`config.mk`:
```
export PLATFORM = sky130hd
export DESIGN_NAME = sram_arbiter_ctrl
export DESIGN_NICKNAME = d
export VERILOG_FILES = /design/src/rtl/sram_arb_pkg.sv /design/src/rtl/sram_rr_arb2.sv /design/src/rtl/sram_arbiter_ctrl.sv
export SDC_FILE = /design/constraint.sdc
export NUM_CORES = 1
export LEC_CHECK = 0
export CORE_MARGIN = 2
export CORE_UTILIZATION = 50
export CTS_BUF_LIST = sky130_fd_sc_hd__clkbuf_16
export DETAILED_ROUTE_END_ITERATION = 16
export DONT_BUFFER_PORTS = 1
export HOLD_SLACK_MARGIN = 0.03
export MAX_ROUTING_LAYER = met4
export PLACE_DENSITY = 0.69
export SETUP_SLACK_MARGIN = 0.1
export SKIP_CTS_REPAIR_TIMING = 1
export SLEW_MARGIN = 40
export SYNTH_ARGS = -nofsm -noshare
export SYNTH_HDL_FRONTEND = slang
export SYNTH_HIERARCHICAL = 1
export SYNTH_SLANG_ARGS = --single-unit
```
`constraint.sdc`:
```
create_clock -name i_clk -period 7.3 [get_ports i_clk]
set_clock_uncertainty 0.05 [all_clocks]
set_input_delay 0.365 -clock i_clk [delete_from_list [all_inputs] [get_ports i_clk]]
set_output_delay 0.365 -clock i_clk [all_outputs]
set_load 0.05 [all_outputs]
```
`src/rtl/sram_arb_pkg.sv`:
```
// Shared types and helpers for the two-port SRAM arbiter: phase/sub-phase enums,
// pin bundle, RMW byte merge and the phase-sequencing rule.
package sram_arb_pkg;

  typedef enum logic [2:0] {
    IDLE  = 3'd0,
    RD_LO = 3'd1,
    WR_LO = 3'd2,
    RD_HI = 3'd3,
    WR_HI = 3'd4,
    DONE  = 3'd5
  } state_t;

  typedef enum logic [1:0] {
    SETUP = 2'd0,
    PULSE = 2'd1,
    HOLD  = 2'd2
  } wr_sub_t;

  typedef struct packed {
    logic cs_n;
    logic oe_n;
    logic we_n;
    logic dq_oe;
  } pins_t;

  localparam pins_t PINS_IDLE = '{cs_n: 1'b1, oe_n: 1'b1, we_n: 1'b1, dq_oe: 1'b0};

  function automatic logic [15:0] merge16(input logic [15:0] old_d, input logic [15:0] new_d,
                                          input logic [1:0] strb2);
    merge16 = {(strb2[1] ? new_d[15:8] : old_d[15:8]), (strb2[0] ? new_d[7:0] : old_d[7:0])};
  endfunction

  // Bit i set when the phase encoded as state value i+1 must run for this strobe set.
  function automatic logic [3:0] phase_need(input logic [3:0] wstrb);
    logic rd_all;
    rd_all        = (wstrb == 4'b0000);
    phase_need[0] = rd_all || (wstrb[1] ^ wstrb[0]);
    phase_need[1] = |wstrb[1:0];
    phase_need[2] = rd_all || (wstrb[3] ^ wstrb[2]);
    phase_need[3] = |wstrb[3:2];
  endfunction

  function automatic state_t next_phase(input state_t cur, input logic [3:0] wstrb);
    logic [3:0] need;
    need       = phase_need(wstrb);
    next_phase = DONE;
    for (int i = 3; i >= 0; i--) begin
      if ((i >= int'(cur)) && need[i]) begin
        next_phase = state_t'(3'(i + 1));
      end
    end
  endfunction

  function automatic pins_t pins_for(input state_t st, input wr_sub_t sub);
    pins_for = PINS_IDLE;
    case (st)
      RD_LO, RD_HI: begin
        pins_for.cs_n = 1'b0;
        pins_for.oe_n = 1'b0;
      end
      WR_LO, WR_HI: begin
        pins_for.cs_n  = 1'b0;
        pins_for.we_n  = (sub == PULSE) ? 1'b0 : 1'b1;
        pins_for.dq_oe = 1'b1;
      end
      default: pins_for = PINS_IDLE;
    endcase
  endfunction

endpackage

```
`src/rtl/sram_rr_arb2.sv`:
```
// Two-way round-robin grant: a lone requester wins, a tie goes to the port
// that was not granted last. last_grant resets to 1 so port 0 wins the first tie.
module sram_rr_arb2 (
  input  logic       i_clk,
  input  logic       i_rst,
  input  logic [1:0] i_req,
  input  logic       i_accept,
  output logic       o_gnt_valid,
  output logic       o_gnt_id
);

  logic r_last_grant;

  // Grant decision from current requests and the last winner.
  always_comb begin
    o_gnt_valid = |i_req;
    if (i_req == 2'b11) begin
      o_gnt_id = ~r_last_grant;
    end else if (i_req[1]) begin
      o_gnt_id = 1'b1;
    end else begin
      o_gnt_id = 1'b0;
    end
  end

  // Remember the winner whenever a grant is actually taken.
  always_ff @(posedge i_clk) begin
    if (i_rst) begin
      r_last_grant <= 1'b1;
    end else if (i_accept && o_gnt_valid) begin
      r_last_grant <= o_gnt_id;
    end else begin
      r_last_grant <= r_last_grant;
    end
  end

endmodule

```
`src/rtl/sram_arbiter_ctrl.sv`:
```
// Shares one 256Kx16 async SRAM between two 32-bit requesters; each word access is
// split into low/high half-word phases, with read-modify-write for partial strobes.
module sram_arbiter_ctrl
  import sram_arb_pkg::*;
#(
  parameter int RD_CYCLES = 2,
  parameter int WE_CYCLES = 1
) (
  input  logic        i_clk,
  input  logic        i_rst,
  input  logic        i_p0_valid,
  input  logic [31:0] i_p0_addr,
  input  logic [31:0] i_p0_wdata,
  input  logic [3:0]  i_p0_wstrb,
  output logic        o_p0_ready,
  output logic [31:0] o_p0_rdata,
  input  logic        i_p1_valid,
  input  logic [31:0] i_p1_addr,
  input  logic [31:0] i_p1_wdata,
  input  logic [3:0]  i_p1_wstrb,
  output logic        o_p1_ready,
  output logic [31:0] o_p1_rdata,
  output logic [17:0] o_sram_addr,
  input  logic [15:0] i_sram_dq_i,
  output logic [15:0] o_sram_dq_o,
  output logic        o_sram_dq_oe,
  output logic        o_sram_cs_n,
  output logic        o_sram_oe_n,
  output logic        o_sram_we_n
);

  localparam logic [7:0] RD_LAST = 8'(RD_CYCLES - 1);
  localparam logic [7:0] WE_LAST = 8'(WE_CYCLES - 1);

  state_t      r_state;
  wr_sub_t     r_sub;
  logic [7:0]  r_cnt;
  logic [16:0] r_word;
  logic [31:0] r_wdata;
  logic [3:0]  r_wstrb;
  logic        r_port;
  logic [31:0] r_rdata;
  logic        r_p0_ready;
  logic        r_p1_ready;
  logic [31:0] r_p0_rdata;
  logic [31:0] r_p1_rdata;
  logic [17:0] r_sram_addr;
  pins_t       r_pins;
  logic [15:0] r_dq_o;

  logic        w_gnt_valid;
  logic        w_gnt_id;
  logic        w_phase_end;
  logic        w_advance;
  state_t      w_target;
  logic [16:0] w_word;
  logic [31:0] w_wdata;
  logic [3:0]  w_strb;
  logic        w_half;
  logic [15:0] w_dq_next;
  logic [31:0] w_rd_word;
  logic        w_unused_addr_bits;

  assign w_unused_addr_bits = ^{i_p0_addr[31:19], i_p0_addr[1:0], i_p1_addr[31:19], i_p1_addr[1:0]};

  sram_rr_arb2 u_arb (
    .i_clk       (i_clk),
    .i_rst       (i_rst),
    .i_req       ({i_p1_valid, i_p0_valid}),
    .i_accept    (r_state == IDLE),
    .o_gnt_valid (w_gnt_valid),
    .o_gnt_id    (w_gnt_id)
  );

  // Phase-end detection, next phase selection and the data for the phase being entered.
  always_comb begin
    case (r_state)
      RD_LO, RD_HI: w_phase_end = (r_cnt == RD_LAST);
      WR_LO, WR_HI: w_phase_end = (r_sub == HOLD);
      default:      w_phase_end = 1'b0;
    endcase
    if (r_state == IDLE) begin
      w_advance = w_gnt_valid;
      w_word    = w_gnt_id ? i_p1_addr[18:2] : i_p0_addr[18:2];
      w_wdata   = w_gnt_id ? i_p1_wdata : i_p0_wdata;
      w_strb    = w_gnt_id ? i_p1_wstrb : i_p0_wstrb;
    end else begin
      w_advance = w_phase_end;
      w_word    = r_word;
      w_wdata   = r_wdata;
      w_strb    = r_wstrb;
    end
    w_target  = next_phase(r_state, w_strb);
    w_half    = (w_target == RD_HI) || (w_target == WR_HI);
    // On entry to WR_h the read-back of RD_h is still on the bus this clock.
    w_dq_next = w_half ? merge16(i_sram_dq_i, w_wdata[31:16], w_strb[3:2])
                       : merge16(i_sram_dq_i, w_wdata[15:0], w_strb[1:0]);
    w_rd_word = {((r_state == RD_HI) ? i_sram_dq_i : r_rdata[31:16]), r_rdata[15:0]};
  end

  // Sequencing FSM with registered SRAM pins and port responses.
  always_ff @(posedge i_clk) begin
    if (i_rst) begin
      r_state     <= IDLE;
      r_sub       <= SETUP;
      r_cnt       <= 8'd0;
      r_word      <= 17'd0;
      r_wdata     <= 32'd0;
      r_wstrb     <= 4'd0;
      r_port      <= 1'b0;
      r_rdata     <= 32'd0;
      r_p0_ready  <= 1'b0;
      r_p1_ready  <= 1'b0;
      r_p0_rdata  <= 32'd0;
      r_p1_rdata  <= 32'd0;
      r_sram_addr <= 18'd0;
      r_pins      <= PINS_IDLE;
      r_dq_o      <= 16'd0;
    end else begin
      r_p0_ready <= 1'b0;
      r_p1_ready <= 1'b0;
      if ((r_state == RD_LO) && w_phase_end) begin
        r_rdata[15:0] <= i_sram_dq_i;
      end else if ((r_state == RD_HI) && w_phase_end) begin
        r_rdata[31:16] <= i_sram_dq_i;
      end else if ((r_state == IDLE) && w_gnt_valid) begin
        r_rdata <= 32'd0;
      end

      if (w_advance) begin
        if (r_state == IDLE) begin
          r_word  <= w_word;
          r_wdata <= w_wdata;
          r_wstrb <= w_strb;
          r_port  <= w_gnt_id;
        end
        r_state <= w_target;
        r_sub   <= SETUP;
        r_cnt   <= 8'd0;
        r_pins  <= pins_for(w_target, SETUP);
        if (w_target == DONE) begin
          r_p0_ready <= ~r_port;
          r_p1_ready <= r_port;
          if (r_port) begin
            r_p1_rdata <= w_rd_word;
          end else begin
            r_p0_rdata <= w_rd_word;
          end
        end else begin
          r_sram_addr <= {w_word, w_half};
          r_dq_o      <= w_dq_next;
        end
      end else begin
        case (r_state)
          RD_LO, RD_HI: r_cnt <= r_cnt + 8'd1;
          WR_LO, WR_HI: begin
            case (r_sub)
              SETUP: begin
                r_sub       <= PULSE;
                r_cnt       <= 8'd0;
                r_pins.we_n <= 1'b0;
              end
              PULSE: begin
                if (r_cnt == WE_LAST) begin
                  r_sub       <= HOLD;
                  r_pins.we_n <= 1'b1;
                end else begin
                  r_cnt <= r_cnt + 8'd1;
                end
              end
              default: r_sub <= r_sub;
            endcase
          end
          DONE: begin
            r_state <= IDLE;
            r_pins  <= PINS_IDLE;
          end
          default: r_state <= r_state;
        endcase
      end
    end
  end

  assign o_p0_ready   = r_p0_ready;
  assign o_p1_ready   = r_p1_ready;
  assign o_p0_rdata   = r_p0_rdata;
  assign o_p1_rdata   = r_p1_rdata;
  assign o_sram_addr  = r_sram_addr;
  assign o_sram_dq_o  = r_dq_o;
  assign o_sram_dq_oe = r_pins.dq_oe;
  assign o_sram_cs_n  = r_pins.cs_n;
  assign o_sram_oe_n  = r_pins.oe_n;
  assign o_sram_we_n  = r_pins.we_n;

endmodule
```
### Word level (Yosys, flattened, before mapping)

Cells that the tools add are included.

| storage, ports and cells | value |
|---|---|
| memories kept | 0 |
| register bits after elaboration | 204 |
| word-level logic and storage cells | 131 |
| RAM bits | 0 |
| ROM bits | 0 |
| bits in latches | 0 |
| output and inout port bits | 104 |

| cells by class | value |
|---|---|
| $add $sub $neg | 1 |
| equal/unequal tests | 20 |
| reduce and logical (&&, ||, !) cells | 39 |
| shift-type cells | 0 |
| multiply operators | 0 |
| divide/modulo/power cells | 0 |
| magnitude comparators | 4 |
| bitwise operators | 7 |
| muxes and demuxes | 40 |

Operators with widths:

| operator | count |
|---|---|
| 32-bit 2-to-1 mux | 3 |
| 16-bit 2-to-1 mux | 5 |
| 8-bit 2-to-1 mux | 5 |
| 17-bit 2-to-1 mux | 2 |
| 8-bit one-hot mux with 2 select lines | 2 |
| 2-bit OR reduction | 8 |
| 3-bit 2-to-1 mux | 5 |
| 3-bit AND reduction | 5 |
| 3-bit by 2-bit == test with 1-bit output (second input constant) | 4 |
| 3-bit == test (second input constant) | 4 |
| 4-bit 2-to-1 mux | 3 |
| 2-bit nonzero test | 5 |
| 1-bit 2-to-1 mux | 9 |
| 8-bit by 1-bit adder with 8-bit output (second input constant) | 1 |
| 8-bit by 1-bit == test with 1-bit output (second input constant) | 1 |
| 8-bit logical NOT | 1 |
| 2-bit AND reduction | 4 |
| 1-bit logical AND | 7 |
| 3-bit by 1-bit == test with 1-bit output (second input constant) | 2 |
| 1-bit by 3-bit greater-or-equal comparator with 1-bit output (first input constant) | 2 |
| 2-bit by 3-bit greater-or-equal comparator with 1-bit output (first input constant) | 2 |
| 1-bit one-hot mux with 2 select lines | 3 |
| 1-bit NOT | 5 |
| 2-bit == test (second input constant) | 2 |
| other kinds (16) | 21 |

### Depth between registers and ports, before layout

| depth | value |
|---|---|
| word-level depth | 14 |
| depth in mapped cells | 15 |
| gate-level depth less buffers | 10 |

### By module

Netlist, hierarchy kept.

By module, submodules not included:

| module | sequential area each (sq um) | area an instance (sq um) | cells an instance | instances |
|---|---|---|---|---|
| sram_arbiter_ctrl | 4063.9 | 9187.6 | 1032 | 1 |
| sram_rr_arb2 | 20.0 | 56.3 | 6 | 1 |

### Least setup slack after synthesis

No wires, ideal clock.

| timing path | value |
|---|---|
| kind | register -> register |
| start point | register r_state[1] |
| end point | register r_dq_o[10], in the netlist o_sram_dq_o[10] |
| data required time | 7154 ps |
| stages on the path, launching flop included | 15 |
| arrival time | 3141 ps |
| library setup time | 96 ps |
| clock period less this slack | 3287 ps |
| slack | 4013 ps |
| path buffers | 6 |
| path through | dfxtp_1 -> buf_2 -> or3_1 -> buf_2 -> clkbuf_1 -> clkbuf_1 -> a21oi_1 -> ha_1 -> o21bai_1 -> a31o_2 -> buf_2 -> nor2_1 -> clkbuf_1 -> o21ai_1 -> o41ai_2 |

| between the ends | value |
|---|---|
| cells in the longest elaborated chain, start to end | 11 |
| elaborated cells between the ends (all ways) | 39 |
| classes of those cells | 4 x order compare; 7 x eq/ne; 11 x mux; 3 x bitwise; 14 x reduce/logical |

Ends and longest elaborated chain:

| what | RTL line | RTL |
|---|---|---|
| start: declaration | sram_arbiter_ctrl.sv:35 | `state_t r_state;` |
| start signal: assignment | sram_arbiter_ctrl.sv:137 | `r_state <= w_target;` |
| start signal: assignment | sram_arbiter_ctrl.sv:178 | `default: r_state <= r_state;` |
| 3-bit logical NOT | sram_arbiter_ctrl.sv:82 | `if (r_state == IDLE) begin` |
| 4-bit 2-to-1 mux | sram_arbiter_ctrl.sv:82 |  |
| 2-bit OR reduction, or another cell as far along | sram_arb_pkg.sv:41 | `phase_need[3] = \|wstrb[3:2];` |
| 1-bit logical AND or 1-bit logical OR (tied branches) | sram_arb_pkg.sv:49, sram_arb_pkg.sv:40 |  |
| 1-bit 2-to-1 mux or 1-bit logical AND (tied branches) | sram_arb_pkg.sv:49 | `if ((i >= int'(cur)) && need[i]) begin` |
| 3-bit 2-to-1 mux (3 in a row) | sram_arb_pkg.sv:49 |  |
| 3-bit by 2-bit == test with 1-bit output, or another cell as far along | sram_arbiter_ctrl.sv:94 | `w_half = (w_target == RD_HI) \|\| (w_target == WR_HI);` |
| 1-bit logical OR or 1-bit NOT (tied branches) | -- |  |
| 16-bit 2-to-1 mux or 2-bit AND reduction (tied branches) | -- |  |
| end signal: assignment | sram_arbiter_ctrl.sv:151 | `r_dq_o <= w_dq_next;` |
| end: declaration | sram_arbiter_ctrl.sv:49 | `logic [15:0] r_dq_o;` |

Several ways; a longest one is shown, not always the timed one.
A chain may end at the register's enable or synchronous reset.

### Final worst setup path

| timing path | value |
|---|---|
| start point | register r_state[1] |
| end point | register r_p0_rdata[7], in the netlist o_p0_rdata[7] |

| between the ends | value |
|---|---|
| cells in the longest elaborated chain, start to end | 10 |
| elaborated cells between the ends (all ways) | 31 |
| classes of those cells | 4 x order compare; 5 x eq/ne; 7 x mux; 2 x bitwise; 13 x reduce/logical |

Ends and longest elaborated chain:

| what | RTL line | RTL |
|---|---|---|
| 3-bit logical NOT | sram_arbiter_ctrl.sv:82 |  |
| 4-bit 2-to-1 mux | sram_arbiter_ctrl.sv:82 |  |
| 2-bit OR reduction, or another cell as far along | sram_arb_pkg.sv:41 |  |
| 1-bit logical AND or 1-bit logical OR (tied branches) | sram_arb_pkg.sv:49, sram_arb_pkg.sv:40 |  |
| 1-bit 2-to-1 mux or 1-bit logical AND (tied branches) | sram_arb_pkg.sv:49 |  |
| 3-bit 2-to-1 mux (3 in a row) | sram_arb_pkg.sv:49 |  |
| 3-bit == test | sram_arbiter_ctrl.sv:141 | `if (w_target == DONE) begin` |
| 3-bit AND reduction (no line) * | -- |  |
| end signal: assignment | sram_arbiter_ctrl.sv:147 | `r_p0_rdata <= w_rd_word;` |
| end: declaration | sram_arbiter_ctrl.sv:45 | `logic [31:0] r_p0_rdata;` |

Mark *: on every way between the ends. The rest lies on a longest branch, timed or not.

==> flow_summary_export.csv <==
group,metric,value,unit
run_status,status,"finished, final reports clean",
worst_setup_path,reg2reg_slack,2770,ps
final_layout,area_growth,9.84,%
logic_synthesis,synth_fp_nets,1199,
sta,slew-limit-headroom,40.2,%
logic_synthesis,ys_ff_latch,204,
hold_path,hold_class,"primary input to register",
detailed_routing,wire_per_inst,19.2,µm
cts,htreeDepth,1,
logic_synthesis,synth.avg_cell_area,8.91,µm²
cts,path_clk_slew,60,ps
grt,overflow,0,
cts,tritoncts,"yes",
power,seqPwrFrac,40.7,%
detailed_routing,drt_iter0_drc,554,
worst_setup_path,critPathMaxStageDelay,710,ps
detailed_routing,drtPass1Iterations,5,
power,p_per_area,473,mW/mm²
floorplanning,die_w,140,µm
worst_setup_path,cp_num_buf_inv,3,
sta,fmax,221,MHz
worst_setup_path,cp_max_fo,49,
worst_setup_path,r2r-end,"o_p0_rdata[7]$_SDFFE_PP0P_",
hold_path,hold_depth,2,
floorplanning,dieArea,0.0196,mm²
sta,rsz0062_at_grt,"false",
power,p_int,0.00266,W
grt,antenna_found_initial,2,
logic_synthesis,yosysUniqueCellTypes,56,
detailed_routing,detail-route-antenna-nets,0,
worst_setup_path,critical_path.top_delay_family,"buffers and inverters",
floorplanning,rows,49,
cts,cts_buffer_depth,3,
floorplanning,initial_core_util,51.3,%
final_layout,drive_above_1_share,10.5,%
hold_path,hold_end,"o_sram_dq_o[1]$_SDFFE_PP0P_",
power,combPwrFrac,35.8,%
sta,setup_slack,2770,ps
detailed_routing,drcViolationCount,0,
power,p_switching,0.00214,W
logic_synthesis,synth_flop_cell,"dfxtp_1",
cts,cts_made_buffers,22,
cts,cts-root-buf,"clkbuf_16",
grt,grt_first_pass_wirelength,36900,µm
sta,timing.setup.tns,0,ps
cts,clk_latency,510,ps
run,drv_cap,0,
placed_design,place.gp.congestion,0.820,
sta,setup_viol,0,
logic_synthesis,seq_area_frac_synth,44.2,%
sta,worst_slew_pin_slew,897,ps
logic_synthesis,syn_inst,1038,
floorplanning,io-pin-count,260,
worst_setup_path,slowest_stage,"dfxtp_1",
power,p_clk_share,23.5,%
grt,grt.total_usage,23.5,%
sta,period_needed,4530,ps
worst_setup_path,path_depth,11,
floorplanning,core,0.0180,mm²
worst_setup_path,r2r_start,"r_state[1]$_SDFFE_PP0P_",
placed_design,post-place-ws,2790,ps
grt,grt_max_degree,196,
sta,slew_violations,0,
detailed_routing,vias_per_cell,5.94,
hold_path,hold_start,"i_sram_dq_i[1]",
worst_setup_path,critPathArrivalTime,4820,ps
floorplanning,die_height,140,µm
worst_setup_path,end_kind,"register",
grt,grt_pass1_vias,6636,
power,ir_drop,0.000296,V
worst_setup_path,critPathRequiredTime,7600,ps
sta,finalCritPeriodShare,62.0,%
placed_design,io_buffers,0,
worst_setup_path,cp-start-kind,"register",
worst_setup_path,worstSetupPathType,"register to register",
logic_synthesis,synth_edf_count,0,
power,power.leakage,3.58,nW
logic_synthesis,syn_area,0.00924,mm²
detailed_routing,dr_total_vias,7391,
cts,cts_sinks,204,
worst_setup_path,reg2reg_depth,11,
logic_synthesis,ys_warn_count,6,
detailed_routing,routed_wl,23900,µm
sta,hold_viol_final,0,
placed_design,place_hpwl,15400,µm
logic_synthesis,ys_async_sr_fraction,0,%
worst_setup_path,path_cells,"or3_1, buf_4, clkinv_2, mux2i_1, ha_1, o21bai_1, a31oi_1, a211oi_4, buf_4, mux2i_1, nor2_1",
power,p_sw_share,44.6,%
final_layout,nNetsFinal,1160,
[state kept, by name (all words and copies together), names as in the netlist, 4 cells and up]
register / cells
o_p0_rdata: 32
o_sram_addr: 18
r_wdata: 32
r_wstrb: 4
o_sram_dq_o: 16
o_p1_rdata: 32
r_cnt: 8
r_rdata: 32
r_word: 17
[layout by cell type, fill, tap and decap left out, drive strengths merged, types with 3 or more instances in the layout]
master	Yosys	routed
dlygate4sd3	0	17
a211oi	104	104
nor3	9	9
a21boi	3	3
dfxtp	204	204
nor2	133	133
and2	4	4
mux2i	90	90
clkbuf	44	23
o21bai	3	3
nand3	52	52
or3	5	5
a2bb2oi	16	16
ha	5	5
a21oi	91	91
bufinv	0	3
nand2	116	116
nand2b	8	8
or2	4	4
buf	46	10
o21ai	23	23
clkinv	1	11
nand4	5	5
o41ai	16	16
mux2	4	4
o211ai	20	20
inv	7	9
[cell type report]
| type | count | area [µm²] |
|---|---|---|
| fillers | 1650 | 7870 |
| multi-input cells | 736 | 4740 |
| flip-flops and latches | 204 | 4080 |
| clock buffers | 23 | 576 |
| well taps | 229 | 287 |
| repair buffers | 27 | 285 |
| clock inverters | 16 | 149 |
| inverters | 8 | 31.3 |
| diodes | 1 | 2.50 |
[cell usage after synthesis (2+ instances only)]
master     instances  area [µm²]
o21ai_1           11        55.1
buf_2             31         155
nand2_1          115         432
or2_2              4        25.0
a211oi_2          28         350
nor2_1           133         499
o221ai_1           2        17.5
o21ai_0           12        60.1
mux2i_1           90         901
a21boi_0           3        22.5
a21oi_1           90         450
a31oi_1            2        12.5
and2_1             4        25.0
o21bai_1           2        15.0
mux2_2             4        45.0
buf_6              5        56.3
clkbuf_1          44         165
or3_1              5        31.3
dfxtp_1          204        4080
nand4_1            5        31.3
buf_1              7        26.3
a2bb2oi_1         16         140
nand3_1           52         260
o41ai_2           10         163
inv_1              7        26.3
o41ai_1            6        52.6
o211ai_1          20         150
and3_1             2        12.5
nor3_1             9        45.0
nand2b_1           8        50.1
ha_1               5        62.6
o31ai_1            2        15.0
a211oi_1          75         563
buf_4              3        22.5
[worst register-to-register path, cell delays in order (launching register included)]
cell	delay, ps
dfxtp_1	710
or3_1	190
buf_4	400
clkinv_2	580
mux2i_1	470
ha_1	320
o21bai_1	170
a31oi_1	250
a211oi_4	280
buf_4	580
mux2i_1	310
nor2_1	50
[power groups by stage]
stage | clock network (W) | registers (W) | logic [W]
floorplan | 0 | 0.00191 | 0.00142
global placement | 0 | 0.00197 | 0.00162
detailed placement | 0 | 0.00198 | 0.00168
CTS | 0.00114 | 0.00196 | 0.00169
global route | 0.00119 | 0.00199 | 0.00192
finish | 0.00113 | 0.00196 | 0.00172
[layer usage]
metal	part of all wire, %	vias to the layer above	global-route usage (%)	wire length [µm]
li1	-	3673	-	-
met1	45	3439	32.4	10600
met2	46	252	35.4	10900
met3	8.2	27	5.50	1970
met4	1.7	0	4.89	395
met5	0	-	-	0
[worst max path at each step]
| stage | startpoint | slack, ps | end |
|---|---|---|---|
| floorplan | r_state[1]$_SDFFE_PP0P_ | 4010 | o_sram_dq_o[10]$_SDFFE_PP0P_ |
| global placement | i_p1_valid | 2740 | o_sram_dq_o[15]$_SDFFE_PP0P_ |
| detailed placement | r_state[1]$_SDFFE_PP0P_ | 2790 | o_p0_rdata[10]$_SDFFE_PP0P_ |
| CTS | r_state[1]$_SDFFE_PP0P_ | 2800 | o_p0_rdata[10]$_SDFFE_PP0P_ |
| global route | r_state[1]$_SDFFE_PP0P_ | 2360 | o_p0_rdata[0]$_SDFFE_PP0P_ |
| finish | r_state[1]$_SDFFE_PP0P_ | 2770 | o_p0_rdata[7]$_SDFFE_PP0P_ |
[cell families (layout without fill, tap and decap cells)]
kind of cell               after synthesis  in the layout  synth area share (%)
AOI/OAI and AO/OA                      289            289                  23.7
xor gates and xnor gates                 1              1                0.0948
other                                    0              1                     0
buffers and inverters                   98             74                  4.94
DFF                                    204            204                  44.2
and+or+nand+nor                        347            347                  16.2
muxes                                   94             94                  10.2
adders and majority gates                5              5                 0.677
[through the flow]
step	instances	instance area, µm²	hold WS (ps)	util (%)	power [W]
2_1_floorplan	1038	9240	395	-	0.00333
3_3_place_gp	1184	9180	400	50.9	0.00359
3_5_place_dp	1186	9220	403	51.2	0.00366
4_1_cts	1225	9950	-125	55.2	0.00479
5_1_grt	1244	10200	54.3	56.3	0.00509
6_report	1244	10200	44.6	56.3	0.00480
No activity file was read; power rests on OpenSTA's default activity.
